### src/rtl/xor_cksum_ctrl.sv
`default_nettype none
// ============================================================================
//  Module   : xor_cksum_ctrl
//  Purpose  : Sequencer that reads a block of 32-bit words through a req/ack
//             memory port, folds each word into an accumulator and reports the
//             32-bit checksum with a one-cycle done pulse.
//  Option   : XOR_CKSUM_ROTATE_EN - when defined, the accumulator is rotated
//             left by one bit before each XOR (order-dependent checksum).
//             When undefined, the fold is a plain bitwise XOR.
//  Revision : 1.0 - initial release
// ============================================================================
module xor_cksum_ctrl #(
    parameter int LEN_W = 16
) (
    input  logic             clk,
    input  logic             reset_n,
    input  logic             start,
    input  logic [31:0]      base_addr,
    input  logic [LEN_W-1:0] word_count,
    input  logic             abort,
    output logic             mem_req,
    output logic [31:0]      mem_addr,
    input  logic             mem_ack,
    input  logic [31:0]      mem_rdata,
    output logic             busy,
    output logic             done,
    output logic [31:0]      checksum
);

    typedef enum logic [1:0] {
        S_IDLE = 2'd0,
        S_REQ  = 2'd1,
        S_DONE = 2'd2
    } state_t;

    localparam logic [LEN_W-1:0] C_ONE  = {{(LEN_W-1){1'b0}}, 1'b1};
    localparam logic [LEN_W-1:0] C_ZERO = '0;

    state_t             state_q, state_d;
    logic [31:0]        addr_q, addr_d;
    logic [LEN_W-1:0]   remaining_q, remaining_d;
    logic [31:0]        acc_q, acc_d;
    logic [31:0]        checksum_q, checksum_d;
    logic               mem_req_q, mem_req_d;
    logic               busy_q, busy_d;
    logic               done_q, done_d;
    logic [31:0]        w_fold;

    // Low address bits are forced to zero, so they never reach the datapath.
    logic w_unused_addr_lsb;
    assign w_unused_addr_lsb = ^base_addr[1:0];

    // One fold step of the accumulator with the word returned by memory.
`ifdef XOR_CKSUM_ROTATE_EN
    assign w_fold = {acc_q[30:0], acc_q[31]} ^ mem_rdata;
`else
    assign w_fold = acc_q ^ mem_rdata;
`endif

    // State and datapath registers; all outputs come straight from flops.
    always_ff @(posedge clk or negedge reset_n) begin
        if (!reset_n) begin
            state_q     <= S_IDLE;
            addr_q      <= 32'h0;
            remaining_q <= C_ZERO;
            acc_q       <= 32'h0;
            checksum_q  <= 32'h0;
            mem_req_q   <= 1'b0;
            busy_q      <= 1'b0;
            done_q      <= 1'b0;
        end else begin
            state_q     <= state_d;
            addr_q      <= addr_d;
            remaining_q <= remaining_d;
            acc_q       <= acc_d;
            checksum_q  <= checksum_d;
            mem_req_q   <= mem_req_d;
            busy_q      <= busy_d;
            done_q      <= done_d;
        end
    end

    // Next-state, datapath update and registered-output decode.
    always_comb begin
        state_d     = state_q;
        addr_d      = addr_q;
        remaining_d = remaining_q;
        acc_d       = acc_q;
        checksum_d  = checksum_q;

        case (state_q)
            S_IDLE: begin
                if (start) begin
                    addr_d      = {base_addr[31:2], 2'b00};
                    remaining_d = word_count;
                    acc_d       = 32'h0;
                    if (word_count == C_ZERO) begin
                        // Empty block: the result is the cleared accumulator.
                        state_d    = S_DONE;
                        checksum_d = 32'h0;
                    end else begin
                        state_d = S_REQ;
                    end
                end
            end
            S_REQ: begin
                if (abort) begin
                    // Abort beats a coincident ack; the word is dropped.
                    state_d     = S_IDLE;
                    acc_d       = 32'h0;
                    remaining_d = C_ZERO;
                end else if (mem_ack) begin
                    acc_d       = w_fold;
                    addr_d      = addr_q + 32'd4;
                    remaining_d = remaining_q - C_ONE;
                    if (remaining_q == C_ONE) begin
                        state_d    = S_DONE;
                        checksum_d = w_fold;
                    end
                end
            end
            S_DONE: begin
                state_d = S_IDLE;
            end
            default: begin
                state_d = S_IDLE;
            end
        endcase

        // Outputs are registered copies of the next-state decode so that
        // mem_req never depends combinationally on mem_ack.
        mem_req_d = (state_d == S_REQ);
        busy_d    = (state_d != S_IDLE);
        done_d    = (state_d == S_DONE);
    end

    assign mem_req  = mem_req_q;
    assign mem_addr = addr_q;
    assign busy     = busy_q;
    assign done     = done_q;
    assign checksum = checksum_q;

endmodule
`default_nettype wire

### config.mk
export PLATFORM = sky130hd
export DESIGN_NAME = xor_cksum_ctrl
export DESIGN_NICKNAME = d
export VERILOG_FILES = /design/src/rtl/xor_cksum_ctrl.sv
export SDC_FILE = /design/constraint.sdc
export NUM_CORES = 1
export LEC_CHECK = 0
export CAP_MARGIN = 10
export CORE_ASPECT_RATIO = 2
export CORE_UTILIZATION = 54
export DETAILED_ROUTE_END_ITERATION = 16
export PLACE_DENSITY = 0.89
export SLEW_MARGIN = 20
export SYNTH_ARGS = -nofsm -noshare
export SYNTH_HDL_FRONTEND = slang
export SYNTH_SLANG_ARGS = --single-unit
### constraint.sdc
create_clock -name clk -period 3 [get_ports clk]
set_input_delay 0.6 -clock clk [delete_from_list [all_inputs] [get_ports clk]]
set_output_delay 0.6 -clock clk [all_outputs]
set_load 0.03 [all_outputs]
==> flow_summary.json <==
{
  "clock_skew_ns": 0.0103,
  "synth_edf_count": 0,
  "vias": 6198,
  "path_clk_slew_ns": 0.06,
  "ys_ff_latch": 115,
  "drv_cap": 0,
  "worstPathMaxFanout": 65,
  "boundaryPins": 152,
  "yosysWarningCount": 0,
  "p_per_area_nw_per_um2": 704,
  "grt_pass1_vias": 6384,
  "die_x_um": 77.4,
  "finalCriticalPeriod_ns": 2.31,
  "path_cells": "clkdlybuf4s50_1, nor4_1, and4_1, a32oi_4, buf_12, o31ai_1",
  "die_h_um": 153,
  "post_cts_buffers": 0,
  "status": "finished, final reports clean",
  "grt_max_degree": 66,
  "netlist_area_sq_um": 6140,
  "hp-class": "primary input to asynchronous set/reset pin",
  "r2r_cells": 6,
  "peakVddDrop_v": 0.000530,
  "initial_core_util_pct": 55.7,
  "regToRegStartpoint": "remaining_q[0]$_DFFE_PN0P_",
  "cts_tree": "yes",
  "insertedDiodeCount": 0,
  "cts_buffers": 17,
  "finalSetupViolCount": 0,
  "critPathMaxStageDelay_ns": 0.49,
  "dp_hpwl_um": 13000,
  "synth_cell_types": 65,
  "hold_viol_final": 0,
  "p_leak_nw": 3.33,
  "wirelength_um": 18900,
  "grt_pass1_wl_um": 30900,
  "htreeDepth": 4,
  "slowest_stage": "nor4_1",
  "critPathRequiredTime_ns": 3.29,
  "p_total_mw": 5.94,
  "post-route-period-util_pct": 76.9,
  "syn_to_final_growth_pct": 37.4,
  "synthTopCellsByCount": "dfrtp_1, o21ai_0, nand2_1",
  "clock_latency_ns": 0.41,
  "post-route-drc-count": 0,
  "nFillCells": 738,
  "synth_flop_cell": "dfrtp_1",
  "maxSlewViolCount": 0,
  "crit_family": "simple AND/OR/NAND/NOR gates",
  "grt_use_total_pct": 33.1,
  "synthTopCellsByArea": "dfrtp_1, o21ai_0, nand2_1",
  "dr.pass1.iters": 5,
  "avgSynthCellArea_sq_um": 8.83,
  "dr.first_iter.drc_count": 514,
  "hold_buffers": 0,
  "critPathBufInv": 2,
  "overflow": 0,
  "netlist.area_leader.share_pct": 46.9,
  "fin_nets": 922,
  "antenna_found_initial": 0,
  "std_cell_rows": 54,
  "dieArea_sq_um": 11800,
  "rsz0062_at_grt": "false",
  "drive_gt1_share_pct": 9.80,
  "fin_tns_setup_ns": 0,
  "yosysMostFrequentCell": "dfrtp_1",
  "crit_type": "primary input to flop",
  "max_freq_mhz": 434,
  "cp-startpoint": "word_count[11]",
  "critPathCaptureType": "flop",
  "coreArea_sq_um": 11000,
  "clock_sinks": 115,
  "place.gp.congestion": 0.910,
  "postSynthCellCount": 695,
  "cts-resized-gates": 0,
  "synth-seq-area-share_pct": 46.9,
  "relSlewSlack_pct": 51.7,
  "yosys.area.top_type": "dfrtp_1",
  "startpoint_type": "primary input",
  "cp_num_cells": 6,
  "port_buffers": 147,
  "worstMarginPinSlew_ns": 0.718,
  "placed_cells": 955,
  "routed_via_density": 6.28,
  "drtAntennaViolNets": 0,
  "avgRoutedWirePerCell_um": 19.1,
  "cts-root-buf": "clkbuf_16",
  "finalNonFillerCells": 987,
  "cts_buffer_depth": 2,
  "arrival_ns": 2.60,
  "synthArstFlopShare_pct": 100
}
==> sequential cells by signal, summed over array words and instances, names as in the netlist <==
| name | count |
|---|---|
| acc_q | 32 |
| busy | 1 |
| checksum | 32 |
| done | 1 |
| mem_addr | 30 |
| mem_req | 1 |
| remaining_q | 16 |
| state_q | 2 |
==> worst paths after layout <==
check,end,slack (ns)
worst min register to register,checksum[16]$_DFFE_PN0P_,0.48
min in group clk,checksum[16]$_DFFE_PN0P_,0.48
worst min-delay path,acc_q[10]$_DFFE_PN0P_,0.24
worst max register to register,remaining_q[12]$_DFFE_PN0P_,0.79
worst max-delay path,checksum[0]$_DFFE_PN0P_,0.69
max in group asynchronous,mem_addr[2]$_DFFE_PN0P_,2.01
==> metal layers <==
layer	share of wire (%)	up-vias	track usage, %
li1	-	2788	-
met5	0	-	0
met4	4.7	0	19.0
met3	6.0	78	6.29
met1	35	3015	34.9
met2	55	317	59.9
==> cell type report <==
cell class / instances / area (sq um) / area share, %
Multi-Input combinational cell: 523 / 3080 / 36.5
Sequential cell: 115 / 2880 / 34.1
Timing Repair Buffer: 167 / 1660 / 19.6
Clock buffer: 18 / 429 / 5.09
Clock inverter: 14 / 180 / 2.14
Tap cell: 140 / 175 / 2.08
Inverter: 10 / 37.5 / 0.445
==> worst register-to-register path, delay by kind of cell (launching register included) <==
kind / cells / cell delay, ns
AO/OA/AOI/OAI: 2 / 0.33
adder cells (fa/ha/maj): 1 / 0.21
buffers and inverters: 1 / 0.11
flip-flops: 1 / 0.41
AND/OR/NAND/NOR: 2 / 1.08
==> power by group <==
group / switching (mW) / leakage (nW) / internal (mW)
clock: 0.755 / 0.291 / 1.32
sequential: 0.341 / 1.49 / 1.79
combinational: 1.01 / 1.54 / 0.718
==> placed cells by master (no fill, tap or decap), drive strengths merged, types with 6 or more instances in the layout <==
cell,netlist,final
nand2,97,97
and3,6,6
nand3,15,15
nor4,9,9
nand2b,6,6
nor3,18,18
nor2,63,63
clkbuf,26,18
a31oi,6,6
buf,22,21
clkinv,0,7
inv,10,12
a21oi,42,42
nand4,9,9
o21ai,106,106
clkdlybuf4s50,0,146
xnor2,32,32
a32oi,7,7
o22ai,10,10
o22a,6,6
a22oi,8,8
o31ai,33,33
dfrtp,115,115
==> stage by stage <==
step | instance area, sq um | util (%) | setup WS, ns | hold WS, ns
floorplan | 6140 | - | 0.907 | 0.304
global placement | 7830 | 71.1 | 0.460 | 0.459
detailed placement | 7830 | 71.1 | 0.373 | 0.467
CTS | 8440 | 76.6 | 0.696 | 0.265
global route | 8440 | 76.6 | 0.421 | 0.292
finish | 8440 | 76.6 | 0.694 | 0.244
==> cell families (layout without fill, tap and decap cells) <==
| family | count (synthesis) | in the layout | share of synthesized area (%) |
|---|---|---|---|
| flip-flops | 115 | 115 | 46.9 |
| buffers and inverters | 58 | 209 | 4.08 |
| AND/OR/NAND/NOR | 248 | 248 | 19.7 |
| adder cells (fa/ha/maj) | 3 | 3 | 0.611 |
| multiplexers | 1 | 1 | 0.183 |
| XOR/XNOR | 32 | 32 | 4.56 |
| AO/OA/AOI/OAI | 237 | 237 | 23.9 |
| other | 1 | 2 | 0.0611 |
No activity file was read; power rests on OpenSTA's default activity.
